## config.mk

```make
export PLATFORM = sky130hd
export DESIGN_NAME = sd_bit_serializer
export DESIGN_NICKNAME = d
export VERILOG_FILES = /design/src/rtl/sd_bit_serializer.sv
export SDC_FILE = /design/constraint.sdc
export NUM_CORES = 1
export LEC_CHECK = 0
export ABC_AREA = 1
export CORE_MARGIN = 4
export CORE_UTILIZATION = 48
export DETAILED_ROUTE_END_ITERATION = 12
export HOLD_SLACK_MARGIN = 0.05
export PLACE_DENSITY = 0.84
export SLEW_MARGIN = 5
export SYNTH_ARGS = -nofsm -noshare
export SYNTH_HDL_FRONTEND = slang
export SYNTH_SLANG_ARGS = --single-unit
```

## constraint.sdc

```tcl
create_clock -name clock -period 2.1 [get_ports clock]
set_clock_uncertainty 0.15 [all_clocks]
set_input_delay 0.63 -clock clock [delete_from_list [all_inputs] [get_ports clock]]
set_output_delay 0.63 -clock clock [all_outputs]
set_load 0.02 [all_outputs]
```

## src/rtl/sd_bit_serializer.sv

```systemverilog
// Parallel-to-serial front end feeding the sequence detector's serial input.
// Optional one-word prefetch register for gapless streaming: define SD_SER_PREFETCH_EN.
module sd_bit_serializer #(
  parameter int unsigned WIDTH     = 8,
  parameter int unsigned BIT_DIV   = 1,
  parameter int unsigned MSB_FIRST = 1
) (
  input  logic             clock,
  input  logic             reset,
  input  logic [WIDTH-1:0] in_data,
  input  logic             in_valid,
  output logic             in_ready,
  output logic             sequence_out,
  output logic             bit_valid,
  output logic             bit_strobe,
  output logic             word_done,
  output logic             busy
);

  localparam int unsigned BCW = $clog2(WIDTH);
  localparam int unsigned DCW = (BIT_DIV > 1) ? $clog2(BIT_DIV) : 1;
  localparam logic [BCW-1:0] BIT_LAST = BCW'(WIDTH - 1);
  localparam logic [DCW-1:0] DIV_LAST = DCW'(BIT_DIV - 1);

  typedef enum logic {IDLE, SHIFT} state_e;

  state_e             state_q, state_d;
  logic [WIDTH-1:0]   shreg_q, shreg_d;
  logic [BCW-1:0]     bit_cnt_q, bit_cnt_d;
  logic [DCW-1:0]     div_cnt_q, div_cnt_d;
  logic               in_ready_q, in_ready_d;
  logic               seq_q, seq_d;
  logic               bit_valid_q, bit_valid_d;
  logic               strobe_q, strobe_d;
  logic               done_q, done_d;
  logic               busy_q, busy_d;
`ifdef SD_SER_PREFETCH_EN
  logic [WIDTH-1:0]   hold_q, hold_d;
  logic               hold_valid_q, hold_valid_d;
`endif

  logic hs_c;
  logic final_c;
  logic [WIDTH-1:0] shifted_c;

  // Next-state, counters and registered-output decode
  always_comb begin
    state_d   = state_q;
    shreg_d   = shreg_q;
    bit_cnt_d = bit_cnt_q;
    div_cnt_d = div_cnt_q;
`ifdef SD_SER_PREFETCH_EN
    hold_d       = hold_q;
    hold_valid_d = hold_valid_q;
`endif
    hs_c      = in_valid & in_ready_q;
    final_c   = (state_q == SHIFT) && (bit_cnt_q == BIT_LAST) && (div_cnt_q == DIV_LAST);
    shifted_c = (MSB_FIRST != 0) ? {shreg_q[WIDTH-2:0], 1'b0} : {1'b0, shreg_q[WIDTH-1:1]};

    case (state_q)
      IDLE: begin
        if (hs_c) begin
          shreg_d   = in_data;
          bit_cnt_d = '0;
          div_cnt_d = '0;
          state_d   = SHIFT;
        end
      end
      SHIFT: begin
        if (final_c) begin
          bit_cnt_d = '0;
          div_cnt_d = '0;
`ifdef SD_SER_PREFETCH_EN
          if (hold_valid_q) begin
            shreg_d      = hold_q;
            hold_valid_d = 1'b0;
          end else if (hs_c) begin
            shreg_d = in_data;
          end else begin
            state_d = IDLE;
          end
`else
          state_d = IDLE;
`endif
        end else if (div_cnt_q == DIV_LAST) begin
          shreg_d   = shifted_c;
          bit_cnt_d = bit_cnt_q + BCW'(1);
          div_cnt_d = '0;
        end else begin
          div_cnt_d = div_cnt_q + DCW'(1);
        end
`ifdef SD_SER_PREFETCH_EN
        // Words arriving mid-word park in the hold register
        if (hs_c && !final_c) begin
          hold_d       = in_data;
          hold_valid_d = 1'b1;
        end
`endif
      end
      default: state_d = IDLE;
    endcase

`ifdef SD_SER_PREFETCH_EN
    in_ready_d = !hold_valid_d;
`else
    in_ready_d = (state_d == IDLE);
`endif
    busy_d      = (state_d == SHIFT);
    bit_valid_d = (state_d == SHIFT);
    seq_d       = (state_d == SHIFT) &&
                  ((MSB_FIRST != 0) ? shreg_d[WIDTH-1] : shreg_d[0]);
    strobe_d    = (state_d == SHIFT) && (div_cnt_d == '0);
    done_d      = (state_d == SHIFT) && (bit_cnt_d == BIT_LAST) && (div_cnt_d == DIV_LAST);
  end

  always_ff @(posedge clock or posedge reset) begin
    if (reset) begin
      state_q     <= IDLE;
      shreg_q     <= '0;
      bit_cnt_q   <= '0;
      div_cnt_q   <= '0;
      in_ready_q  <= 1'b1;
      seq_q       <= 1'b0;
      bit_valid_q <= 1'b0;
      strobe_q    <= 1'b0;
      done_q      <= 1'b0;
      busy_q      <= 1'b0;
`ifdef SD_SER_PREFETCH_EN
      hold_q       <= '0;
      hold_valid_q <= 1'b0;
`endif
    end else begin
      state_q     <= state_d;
      shreg_q     <= shreg_d;
      bit_cnt_q   <= bit_cnt_d;
      div_cnt_q   <= div_cnt_d;
      in_ready_q  <= in_ready_d;
      seq_q       <= seq_d;
      bit_valid_q <= bit_valid_d;
      strobe_q    <= strobe_d;
      done_q      <= done_d;
      busy_q      <= busy_d;
`ifdef SD_SER_PREFETCH_EN
      hold_q       <= hold_d;
      hold_valid_q <= hold_valid_d;
`endif
    end
  end

  assign in_ready     = in_ready_q;
  assign sequence_out = seq_q;
  assign bit_valid    = bit_valid_q;
  assign bit_strobe   = strobe_q;
  assign word_done    = done_q;
  assign busy         = busy_q;

endmodule

```

==> results_dict.tcl <==
set metrics [dict create \
    dp_hpwl_um 1120 \
    grt_pass1_vias 609 \
    fin_setup_tns_ns 0 \
    cp_max_fo 3 \
    synth_ff_type "dfrtp_1" \
    slew_violations 0 \
    holdCritPathClass "flip-flop to flip-flop" \
    power_mw 1.30 \
    end_kind "output pin" \
    ioPinCount 17 \
    fin_cells 127 \
    grt_pass1_wl_um 2530 \
    rows 14 \
    async_flop_share_pct 100 \
    leakage_nw 0.534 \
    ff2ff_path_depth 8 \
    cts_setup_buffers 0 \
    path_clk_slew_ns 0.08 \
    rsz0062_at_grt "false" \
    drt_iter0_markers 14 \
    cpMaxStageDelayCell "clkdlybuf4s50_1" \
    place_area_sq_um 981 \
    syn_area_per_cell_sq_um 8.84 \
    core-area_sq_um 1540 \
    clockBufferDepth 2 \
    critPathBufInv 1 \
    synthDistinctLibCells 19 \
    critPathTopFamily "buffers and inverters" \
    worstPathArrival_ns 1.25 \
    yosysSeqAreaShare_pct 53.0 \
    synth.net_count 104 \
    synth_edf_count 0 \
    wire_per_inst_um 11.0 \
    drcViolationCount 0 \
    post-synth-top-count-cell "nand2_1" \
    syn_inst 91 \
    critPathKind "flip-flop to output pin" \
    netlist_top_cells_area "dfrtp_1 50%, nand2_1 16%, nand3_1 5.6%, a22oi_1 5.6%, dfstp_2 3.3%" \
    grt_max_degree 18 \
    fin_nets 125 \
    clk_latency_ns 0.27 \
    routed_wl_um 1400 \
    initial_utilization_pct 52.2 \
    slew_headroom_pct 83.9 \
    drt_first_pass_iters 4 \
    fin_crit_ns 2.03 \
    cts_root_buf "clkbuf_4" \
    die_w_um 48.9 \
    chipHeight_um 48.9 \
    grtUsageTotal_pct 13.4 \
    syn_area_sq_um 805 \
    cap_violations 0 \
    period_share_pct 96.5 \
    holdPathStages 2 \
    globalRoute.totalOverflow 0 \
    worstMarginPinSlew_ns 0.241 \
    portBuffers 16 \
    worstPathCellList "clkdlybuf4s50_1" \
    run_status "finished clean" \
    yosys.area.top_type_share_pct 49.8 \
    power_density_nw_per_um2 1290 \
    yosys.area.top_type "dfrtp_1" \
    die-area_sq_um 2400 \
    critPathLaunchType "flip-flop" \
    setup_violations 0 \
    dp_cells 123 \
    ctsHoldBuffers 0 \
    diodes 0 \
    vias 653 \
    ys_warn_count 0 \
    grt_antenna_before_repair 0 \
    syn_to_final_growth_pct 25.4 \
    via_per_inst 5.14 \
    max_freq_mhz 494 \
    worst-path-stages 1 \
    cts_buffers 3 \
    synthTopCellsByCount "34 x nand2_1, 16 x dfrtp_1, 9 x nand3_1" \
    crit_required_ns 1.32 \
    finalWeightedCongestion 0.817 \
    hold_viol 0 \
    drive_above_1_share_pct 13.5 \
    ant_nets 0 \
    htree_levels 1 \
    cts_tree "built" \
    fin_area_sq_um 1010 \
    ys_ff_latch 17 \
    vdd_drop_max_mv 0.679 \
    slowest_delay_ns 0.61 \
    cts_sinks 17 \
]
-- path summary, 6_finish.rpt --
kind | startpoint | slack [ns] | to
worst min-delay path | shreg_q[0]$_DFFE_PP0P_ | 0.33 | shreg_q[0]$_DFFE_PP0P_
min in group asynchronous | reset | 0.50 | shreg_q[2]$_DFFE_PP0P_
max in group asynchronous | reset | 1.05 | in_ready$_DFF_PP1_
worst max-delay path | busy$_DFF_PP0_ | 0.07 | busy
worst min register to register | shreg_q[0]$_DFFE_PP0P_ | 0.33 | shreg_q[0]$_DFFE_PP0P_
worst max register to register | bit_cnt_q[0]$_DFF_PP0_ | 0.46 | shreg_q[5]$_DFFE_PP0P_
-- cell families after synthesis --
kind of cell             count (synthesis)  share of synthesized area, %
AO/OA/AOI/OAI                            7                          6.22
adder cells (fa/ha/maj)                  2                          3.11
buffers and inverters                   12                          7.00
flip-flops                              17                          53.0
AND/OR/NAND/NOR                         53                          30.6
-- sequential cells by signal (all words and copies together) (netlist names) --
register	cells
bit_cnt_q	3
bit_strobe	1
busy	1
div_cnt_q	1
in_ready	1
sequence_out	1
shreg_q	8
word_done	1
-- routing by layer --
metal  vias up  global-route usage (%)  wire length [um]
met5         -                       0                 0
met4         0                    7.62                21
met3         4                    3.67               105
met2        24                    21.7               665
met1       289                    15.8               607
li1        336                       -                 -
-- layout by cell type, fill, tap and decap left out, types with 3 or more instances in the layout --
| cell type | count |
|---|---|
| clkbuf_4 | 3 |
| inv_1 | 7 |
| nand2_1 | 34 |
| a22oi_1 | 6 |
| clkdlybuf4s50_1 | 14 |
| dfrtp_1 | 16 |
| nand3_1 | 9 |
| inv_2 | 3 |
-- report_power, final --
part	switching (mW)	total (mW)	internal, mW
sequential	0.0708	0.527	0.456
clock	0.0868	0.160	0.0735
combinational	0.357	0.611	0.255
total	0.514	1.30	0.784
-- per-stage QoR --
stage / hold WS [ns] / setup slack [ns] / util [%]
5_1_grt: 0.355 / 0.0106 / 65.4
6_report: 0.335 / 0.0739 / 65.4
4_1_cts: 0.341 / 0.0377 / 65.3
3_5_place_dp: 0.317 / 0.130 / 63.6
3_3_place_gp: 0.314 / 0.172 / 63.6
2_1_floorplan: 0.290 / 0.635 / -
-- area by class of cell --
type                    instances  area, sq um
fillers                       140          533
flip-flops and latches         17          427
multi-input cells              62          322
repair buffers                 18          176
inverters                      10         37.5
clock buffers                   4         26.3
well taps                      16         20.0
-- timing repair --
item                                    CTS  global route
endpoints found under the setup margin    1             1
pin swaps                                 0             0
gates resized for setup                   1             1
No activity file was read; power rests on OpenSTA's default activity.
